===== src/rtl/goertzel_pkg.sv =====
// Shared definitions for the Goertzel bin scheduler: default widths,
// scheduler state encoding and the nominal clocks-per-sample budget.
package goertzel_pkg;

  localparam int DEF_NUM_BINS  = 8;
  localparam int DEF_BLOCK_LEN = 2000;
  localparam int DEF_SAMPLE_W  = 32;
  localparam int DEF_COEF_W    = 18;
  localparam int DEF_POWER_W   = 64;

  // 130 MHz system clock / 1.3 MHz sample rate
  localparam int CLK_PER_SAMPLE = 100;

  typedef enum logic [0:0] {
    IDLE  = 1'b0,
    ISSUE = 1'b1
  } sched_state_e;

  // Index width that stays at least one bit wide for single-entry ranges
  function automatic int idx_w(input int n);
    return (n > 1) ? $clog2(n) : 1;
  endfunction

endpackage


===== src/rtl/goertzel_coef_table.sv =====
// Per-bin coefficient register file: one synchronous write port, one
// combinational read port. Writes to addresses beyond NUM_BINS are ignored.
module goertzel_coef_table
  import goertzel_pkg::*;
#(
  parameter int NUM_BINS = DEF_NUM_BINS,
  parameter int COEF_W   = DEF_COEF_W,
  parameter int BIN_W    = idx_w(NUM_BINS)
) (
  input  logic              clk_i,
  input  logic              rst_i,
  input  logic              we_i,
  input  logic [BIN_W-1:0]  waddr_i,
  input  logic [COEF_W-1:0] wdata_i,
  input  logic [BIN_W-1:0]  raddr_i,
  output logic [COEF_W-1:0] rdata_o
);

  logic [NUM_BINS-1:0][COEF_W-1:0] tab_q;
  logic                            wr_ok;

  assign wr_ok = we_i & ({1'b0, waddr_i} < (BIN_W+1)'(NUM_BINS));

  // Coefficient storage; a write is visible on the read port next cycle
  always_ff @(posedge clk_i or posedge rst_i) begin
    if (rst_i)      tab_q          <= '0;
    else if (wr_ok) tab_q[waddr_i] <= wdata_i;
  end

  assign rdata_o = tab_q[raddr_i];

endmodule


===== src/rtl/goertzel_bin_scheduler.sv =====
// Time-multiplexes one Goertzel iteration core over NUM_BINS bins: each
// accepted sample is swept across every bin, blocks of BLOCK_LEN samples are
// framed with first/last markers, and core power results are re-registered.
// Optional feature macro: GOERTZEL_SCHED_THRESH_EN adds a per-bin threshold
// detection mask (thresh / detect / detect_valid).
module goertzel_bin_scheduler
  import goertzel_pkg::*;
#(
  parameter int NUM_BINS  = DEF_NUM_BINS,
  parameter int BLOCK_LEN = DEF_BLOCK_LEN,
  parameter int SAMPLE_W  = DEF_SAMPLE_W,
  parameter int COEF_W    = DEF_COEF_W,
  parameter int POWER_W   = DEF_POWER_W,
  localparam int BIN_W    = idx_w(NUM_BINS)
) (
  input  logic                clock,
  input  logic                reset,
  input  logic                enable,
  input  logic                sample_valid,
  input  logic [SAMPLE_W-1:0] sample,
  input  logic                cfg_we,
  input  logic [BIN_W-1:0]    cfg_addr,
  input  logic [COEF_W-1:0]   cfg_coef,
  output logic                core_valid,
  input  logic                core_ready,
  output logic [SAMPLE_W-1:0] core_sample,
  output logic [COEF_W-1:0]   core_coef,
  output logic [BIN_W-1:0]    core_bin,
  output logic                core_first,
  output logic                core_last,
  input  logic                core_done,
  input  logic [POWER_W-1:0]  core_power,
  input  logic [BIN_W-1:0]    core_power_bin,
  output logic                out_valid,
  output logic [BIN_W-1:0]    out_bin,
  output logic [POWER_W-1:0]  out_power,
  output logic                busy,
  output logic                overrun
`ifdef GOERTZEL_SCHED_THRESH_EN
  , input  logic [POWER_W-1:0]  thresh
  , output logic [NUM_BINS-1:0] detect
  , output logic                detect_valid
`endif
);

  localparam int CNT_W = idx_w(BLOCK_LEN);

  sched_state_e        state_q, state_d;
  logic [BIN_W-1:0]    bin_cnt_q, bin_cnt_d;
  logic [CNT_W-1:0]    sample_cnt_q, sample_cnt_d;
  logic [SAMPLE_W-1:0] sample_q, sample_d;
  logic                overrun_q, overrun_d;
  logic                out_valid_q;
  logic [BIN_W-1:0]    out_bin_q;
  logic [POWER_W-1:0]  out_power_q;

  logic issue, hs, last_bin, blk_first, blk_last, start;

  assign issue     = (state_q == ISSUE);
  assign hs        = issue & core_ready;
  assign last_bin  = (bin_cnt_q == BIN_W'(NUM_BINS - 1));
  assign blk_first = (sample_cnt_q == '0);
  assign blk_last  = (sample_cnt_q == CNT_W'(BLOCK_LEN - 1));
  // A disabled scheduler still finishes a partially processed block
  assign start     = ~issue & sample_valid & (enable | ~blk_first);

  goertzel_coef_table #(
    .NUM_BINS (NUM_BINS),
    .COEF_W   (COEF_W),
    .BIN_W    (BIN_W)
  ) u_coef (
    .clk_i   (clock),
    .rst_i   (reset),
    .we_i    (cfg_we),
    .waddr_i (cfg_addr),
    .wdata_i (cfg_coef),
    .raddr_i (bin_cnt_q),
    .rdata_o (core_coef)
  );

  // Next-state: sample acceptance, bin sweep, block position, overrun capture
  always_comb begin
    state_d      = state_q;
    bin_cnt_d    = bin_cnt_q;
    sample_cnt_d = sample_cnt_q;
    sample_d     = sample_q;
    overrun_d    = overrun_q;
    if (start) begin
      state_d   = ISSUE;
      bin_cnt_d = '0;
      sample_d  = sample;
    end
    // Any strobe during a sweep (including its final handshake cycle) is lost
    if (issue & sample_valid) overrun_d = 1'b1;
    if (hs) begin
      if (last_bin) begin
        state_d      = IDLE;
        sample_cnt_d = blk_last ? '0 : sample_cnt_q + 1'b1;
      end else begin
        bin_cnt_d = bin_cnt_q + 1'b1;
      end
    end
  end

  // Scheduler state registers
  always_ff @(posedge clock or posedge reset) begin
    if (reset) begin
      state_q      <= IDLE;
      bin_cnt_q    <= '0;
      sample_cnt_q <= '0;
      sample_q     <= '0;
      overrun_q    <= 1'b0;
    end else begin
      state_q      <= state_d;
      bin_cnt_q    <= bin_cnt_d;
      sample_cnt_q <= sample_cnt_d;
      sample_q     <= sample_d;
      overrun_q    <= overrun_d;
    end
  end

  // One-cycle re-registration of core results, independent of the sweep
  always_ff @(posedge clock or posedge reset) begin
    if (reset) begin
      out_valid_q <= 1'b0;
      out_bin_q   <= '0;
      out_power_q <= '0;
    end else begin
      out_valid_q <= core_done;
      out_bin_q   <= core_power_bin;
      out_power_q <= core_power;
    end
  end

  assign core_valid  = issue;
  assign core_bin    = bin_cnt_q;
  assign core_sample = sample_q;
  assign core_first  = issue & blk_first;
  assign core_last   = issue & blk_last;
  assign busy        = issue;
  assign overrun     = overrun_q;
  assign out_valid   = out_valid_q;
  assign out_bin     = out_bin_q;
  assign out_power   = out_power_q;

`ifdef GOERTZEL_SCHED_THRESH_EN
  logic [NUM_BINS-1:0] shadow_q, shadow_d;
  logic [NUM_BINS-1:0] detect_q;
  logic                detect_valid_q;
  logic                res_in_range, res_last;

  assign res_in_range = ({1'b0, core_power_bin} < (BIN_W+1)'(NUM_BINS));
  assign res_last     = core_done & (core_power_bin == BIN_W'(NUM_BINS - 1));

  // Shadow mask collects per-bin threshold decisions as results arrive
  always_comb begin
    shadow_d = shadow_q;
    if (core_done & res_in_range) shadow_d[core_power_bin] = (core_power >= thresh);
  end

  // Publish the completed mask when the last bin's result lands
  always_ff @(posedge clock or posedge reset) begin
    if (reset) begin
      shadow_q       <= '0;
      detect_q       <= '0;
      detect_valid_q <= 1'b0;
    end else begin
      shadow_q       <= shadow_d;
      detect_valid_q <= res_last;
      if (res_last) detect_q <= shadow_d;
    end
  end

  assign detect       = detect_q;
  assign detect_valid = detect_valid_q;
`endif

endmodule


===== config.mk =====
export PLATFORM = sky130hd
export DESIGN_NAME = goertzel_bin_scheduler
export DESIGN_NICKNAME = d
export VERILOG_FILES = /design/src/rtl/goertzel_pkg.sv /design/src/rtl/goertzel_coef_table.sv /design/src/rtl/goertzel_bin_scheduler.sv
export SDC_FILE = /design/constraint.sdc
export NUM_CORES = 1
export LEC_CHECK = 0
export BUFFER_PORTS_ARGS = -buffer_cell sky130_fd_sc_hd__clkbuf_2
export CORE_MARGIN = 2
export CORE_UTILIZATION = 48
export CTS_BUF_LIST = sky130_fd_sc_hd__clkbuf_16
export DETAILED_ROUTE_END_ITERATION = 6
export GPL_TIMING_DRIVEN = 1
export PLACE_DENSITY = 0.82
export SLEW_MARGIN = 20
export SYNTH_ARGS = -nofsm -noshare
export SYNTH_HDL_FRONTEND = slang
export SYNTH_HIERARCHICAL = 1
export SYNTH_SLANG_ARGS = --single-unit

===== constraint.sdc =====
create_clock -name clock -period 4.5 [get_ports clock]
set_input_delay 0.45 -clock clock [delete_from_list [all_inputs] [get_ports clock]]
set_output_delay 0.45 -clock clock [all_outputs]
set_load 0.05 [all_outputs]

Word-level counts from Yosys, hierarchy flattened

Index checks and enable logic that the tools add are counted.

Word-level logic and storage cells: 47
Output and inout bits: 126
Bits in registers: 260
Bits of input ports: 127

Mux-type cells: 12
Bitwise operators: 9
Eq/ne operators: 2
Add/sub/neg operators: 2
Magnitude comparators: 3
Reduce and logical (&&, ||, !) cells: 3

Operator list:

| operator                                                           | number |
|---|---|
| bitwise mux 144 bit                                                | 1 |
| binary-select mux 18 bit (select 3 bit)                            | 1 |
| demux 18 bit (select 3 bit)                                        | 1 |
| 2-to-1 mux 18 bit                                                  | 2 |
| adder 11 x 1 -> 11 bit (second input constant)                     | 1 |
| == test 11 bit (second input constant)                             | 1 |
| logical NOT 11 bit                                                 | 1 |
| 2-to-1 mux 11 bit                                                  | 1 |
| 2-to-1 mux 3 bit                                                   | 3 |
| < comparator 3 x 4 -> 1 bit (second input constant)                | 2 |
| bitwise AND 1 bit                                                  | 6 |
| adder 3 x 1 -> 3 bit (second input constant)                       | 1 |
| == test 3 bit (second input constant)                              | 1 |
| greater-or-equal comparator 3 x 1 -> 1 bit (second input constant) | 1 |
| 2-to-1 mux 1 bit                                                   | 3 |
| inverter 1 bit                                                     | 2 |
| AND reduction 2 bit                                                | 1 |
| logical AND 1 bit                                                  | 1 |
| bitwise OR 1 bit                                                   | 1 |

Longest topological paths before layout

Depth after elaboration: 7
Mapped depth: 7
Depth with buffers taken out: 6

Hierarchy

Netlist, hierarchy kept.

Modules (own cells, without submodules):

| module                 | cells each | area each (sq um) | instances | sequential area each (sq um) |
|---|---|---|---|---|
| goertzel_coef_table    | 376        | 6586.3            | 1         | 3603.5 |
| goertzel_bin_scheduler | 225        | 3783.6            | 1         | 2902.8 |

Worst setup path after synthesis

OpenSTA, ideal clock, no wires.

Path kind: reg2out
Start point: register bin_cnt_q[2] (netlist: core_bin[2])
End point: output port core_coef[17]
Setup slack: 2022 ps
Stages on the path, launching flop included: 6
Buffers on the path: 3
Required time: 4050 ps
Arrival: 2028 ps
Cell sequence: dfrtp_1 -> buf_6 -> buf_2 -> buf_2 -> mux4_2 -> mux2_2

Longest elaborated chain between the ends: 2

Ends and longest elaborated chain:

| element                                 | RTL line                      | source |
|---|---|---|
| start, declared                         | goertzel_bin_scheduler.sv:49  | `logic [BIN_W-1:0] bin_cnt_q, bin_cnt_d;` |
| start signal, assigned                  | goertzel_bin_scheduler.sv:115 | `bin_cnt_q <= bin_cnt_d;` |
| binary-select mux 18 bit (select 3 bit) | goertzel_coef_table.sv:30     | `assign rdata_o = tab_q[raddr_i];` |
| 2-to-1 mux 18 bit (not written as such) | goertzel_coef_table.sv:30     |  |
| end, declared                           | goertzel_bin_scheduler.sv:27  | `output logic [COEF_W-1:0] core_coef,` |

No other way between the ends. The select of a mux whose other input is x is not followed.

Worst setup path in the final report

Start point: register bin_cnt_q[0] (netlist: core_bin[0])
End point: output port core_coef[8]

The elaborated chain is that of the path after synthesis.

==> out/results.tsv <==
metric	value	unit
Post-Syn Area	10400	sq um
GP Congestion	0.836	
P_leak	6.13	nW
post-synthesis sequential area ratio	62.7	%
Mapped Avg Cell Area	17.3	sq um
Post-DRT Antenna Nets	0	
Crit Path Category	reg -> out	
CP max-delay cell	dfrtp_2	
starting density of the core	49.2	%
drt pass-1 iters	4	
Sw Pwr	0.00317	W
Power Total	0.00834	W
vias per cell	5.33	
clock share of power	25.3	%
Logic pwr share	36.7	%
VDD IR-drop max	513	uV
pwr dens	637	nW/um^2
DRC errors left	0	
final slew viol count	0	
Die X	151	um
IO buf count	252	
element type at the critical path end	output pin	
Num CTS Buffers	27	
Yosys reg bits	260	
layout cells sized above 1	58.9	%
worst-margin pin slew	0.921	ns
ys async rst share	100	%
setup TNS	0	ns
YS warnings	6	
final hold viol count	0	
worst path cell trace	buf_4, mux4_2, mux2_2, clkbuf_2	
status	finished, final reports clean	
WP data required	4.05	ns
setup repair bufs after CTS	0	
total track usage	24.1	%
Max Freq	0.302	GHz
initial antenna violation count	5	
Synth cell types	40	
row count	53	
Post-synth top flop	dfrtp_1	
clock tree buffer depth	3	
CP Data Arrival Time	2.86	ns
worst path bufs/invs	2	
commonest cells after routing, fill and taps aside	258 x dfrtp_1, 252 x clkbuf_2, 183 x mux2_2	
clk_skew	0.00692	ns
Tmin final	3.31	ns
Area after DPL	11800	sq um
Syn-to-layout area delta	26.3	%
CTS root buffer	clkbuf_16	
EDFF count, synth	0	
IO Count	253	
wire per inst	22.3	um
endpoints failing setup	0	
DRT iter0 DRCs	187	
GRT overflow	0	
vias in the first global route	6979	
power share of the sequential group	38.0	%
DR vias	6415	
cts-stage hold buffer count	43	
slowest stage delay, CP	0.87	ns
clock sink count	260	
clock slew at reported path FFs	0.06	ns
fin area	13100	sq um
worst relative slew slack	38.4	%
H-tree depth	1	
Die Area	22800	sq um
final cycle utilization of the critical path	73.5	%
internal power	0.00517	W
die height	151	um
global-route wire length before repair	40.9	mm
hpwl dp	17.6	mm
CP max FO	27	
Max Cap Viol	0	
most common cell after layout, fill and taps aside	dfrtp_1	
Critical Path Source Type	flop	
Syn Nets	732	
CTS tree	done	
Switching Fraction	38.0	%
cts repair resizes	0	
Post-Syn Instances	601	
DRT Wirelength	26.9	mm
Clock Latency Late Sink	0.54	ns
path type of the worst min-delay path	in -> reg	
Core ar.	21100	sq um
Largest delay share family, worst path	flip-flops	
RSZ-0062 raised after global routing	no	
fin nets	1035	
largest net degree at the start of global routing	84	
## through the flow
stage	hold WS, ns	setup WS, ns	cells	util, %
after floorplan	0.474	0.184	601	-
after global placement	0.443	1.77	1107	56.0
after detailed placement	0.472	1.71	1107	56.0
after CTS	0.0000837	1.11	1199	62.0
after global routing	-0.0000174	1.01	1204	62.1
final	0.0217	1.19	1204	62.1
## layout make-up
type / instances / area [sq um]
fillers: 1554 / 8000
flip-flops and latches: 260 / 6510
multi-input cells: 307 / 3620
repair buffers: 304 / 1760
clock buffers: 27 / 676
well taps: 275 / 344
clock inverters: 22 / 154
inverters: 4 / 22.5
diodes: 5 / 12.5
## path summary, 6_finish.rpt
kind | from | endpoint | slack, ns | cells past startpoint
setup / recovery | core_bin[0] | core_coef[8] | 1.19 | 4
hold reg to reg | overrun | overrun | 0.49 | 1
min in group asynchronous | reset | sample_cnt_q[1] | 0.53 | 3
max in group asynchronous | reset | u_coef/tab_q[12] | 2.93 | 4
hold / removal | core_power[11] | out_power[11] | 0.02 | 1
setup reg to reg | core_bin[0] | sample_cnt_q[10] | 2.13 | 6
## layer usage
| metal | up-vias | track usage (%) | share of wire (%) |
|---|---|---|---|
| met4 | 0 | 8.74 | 3.9 |
| met5 | - | 0 | 0 |
| met2 | 195 | 44.4 | 54 |
| met3 | 50 | 5.36 | 5.3 |
| li1 | 2823 | - | - |
| met1 | 3347 | 27.6 | 37 |
## power by group through the flow
stage / logic (W) / registers, W / clock network (W)
finish: 0.00306 / 0.00317 / 0.00211
global route: 0.00322 / 0.00324 / 0.00227
CTS: 0.00308 / 0.00317 / 0.00216
detailed placement: 0.00303 / 0.00320 / 0
global placement: 0.00298 / 0.00317 / 0
floorplan: 0.00184 / 0.00371 / 0
## worst reg2reg max path: cells and delay by family, from the launching register on
kind | cells | cell delay (ns)
XOR/XNOR | 1 | 0.16
adder cells (fa/ha/maj) | 2 | 0.54
flip-flops | 1 | 0.87
AND/OR/NAND/NOR | 3 | 0.67
## state kept, by name, indices dropped and copies added, names as in the netlist
register,count
u_coef/tab_q,144
out_valid,1
busy,1
core_sample,32
overrun,1
out_bin,3
out_power,64
sample_cnt_q,11
core_bin,3
## kinds of logic after synthesis
logic type / Yosys count / share of synthesized area, %
fa+ha+maj: 4 / 0.483
simple gates: 54 / 3.82
xor+xnor: 8 / 0.676
buf+inv: 34 / 2.39
compound gates: 11 / 0.639
mux: 230 / 29.2
flops: 260 / 62.7
## cells in the mapped netlist, types with 2 or more instances
cell      number  share of area, %
buf_2         12              0.58
buf_6         10               1.1
nand4_1        2              0.12
dfrtp_1      260                63
nor3_1         3              0.14
mux2_2       183                20
nor4_1         4              0.24
o21ai_0        5              0.24
and4bb_2       3              0.36
mux4_2        36               7.8
nor2_1        12              0.43
xnor2_1        7              0.59
nand4b_2       3              0.43
buf_4          5              0.36
a21boi_0       2              0.14
inv_1          4              0.14
mux2_4        10               1.4
nand4_2        2              0.24
nand2_1       11              0.40
a21o_1         2              0.14
nand3_1        3              0.14
ha_1           4              0.48
Power figures use the tool's default switching activity.
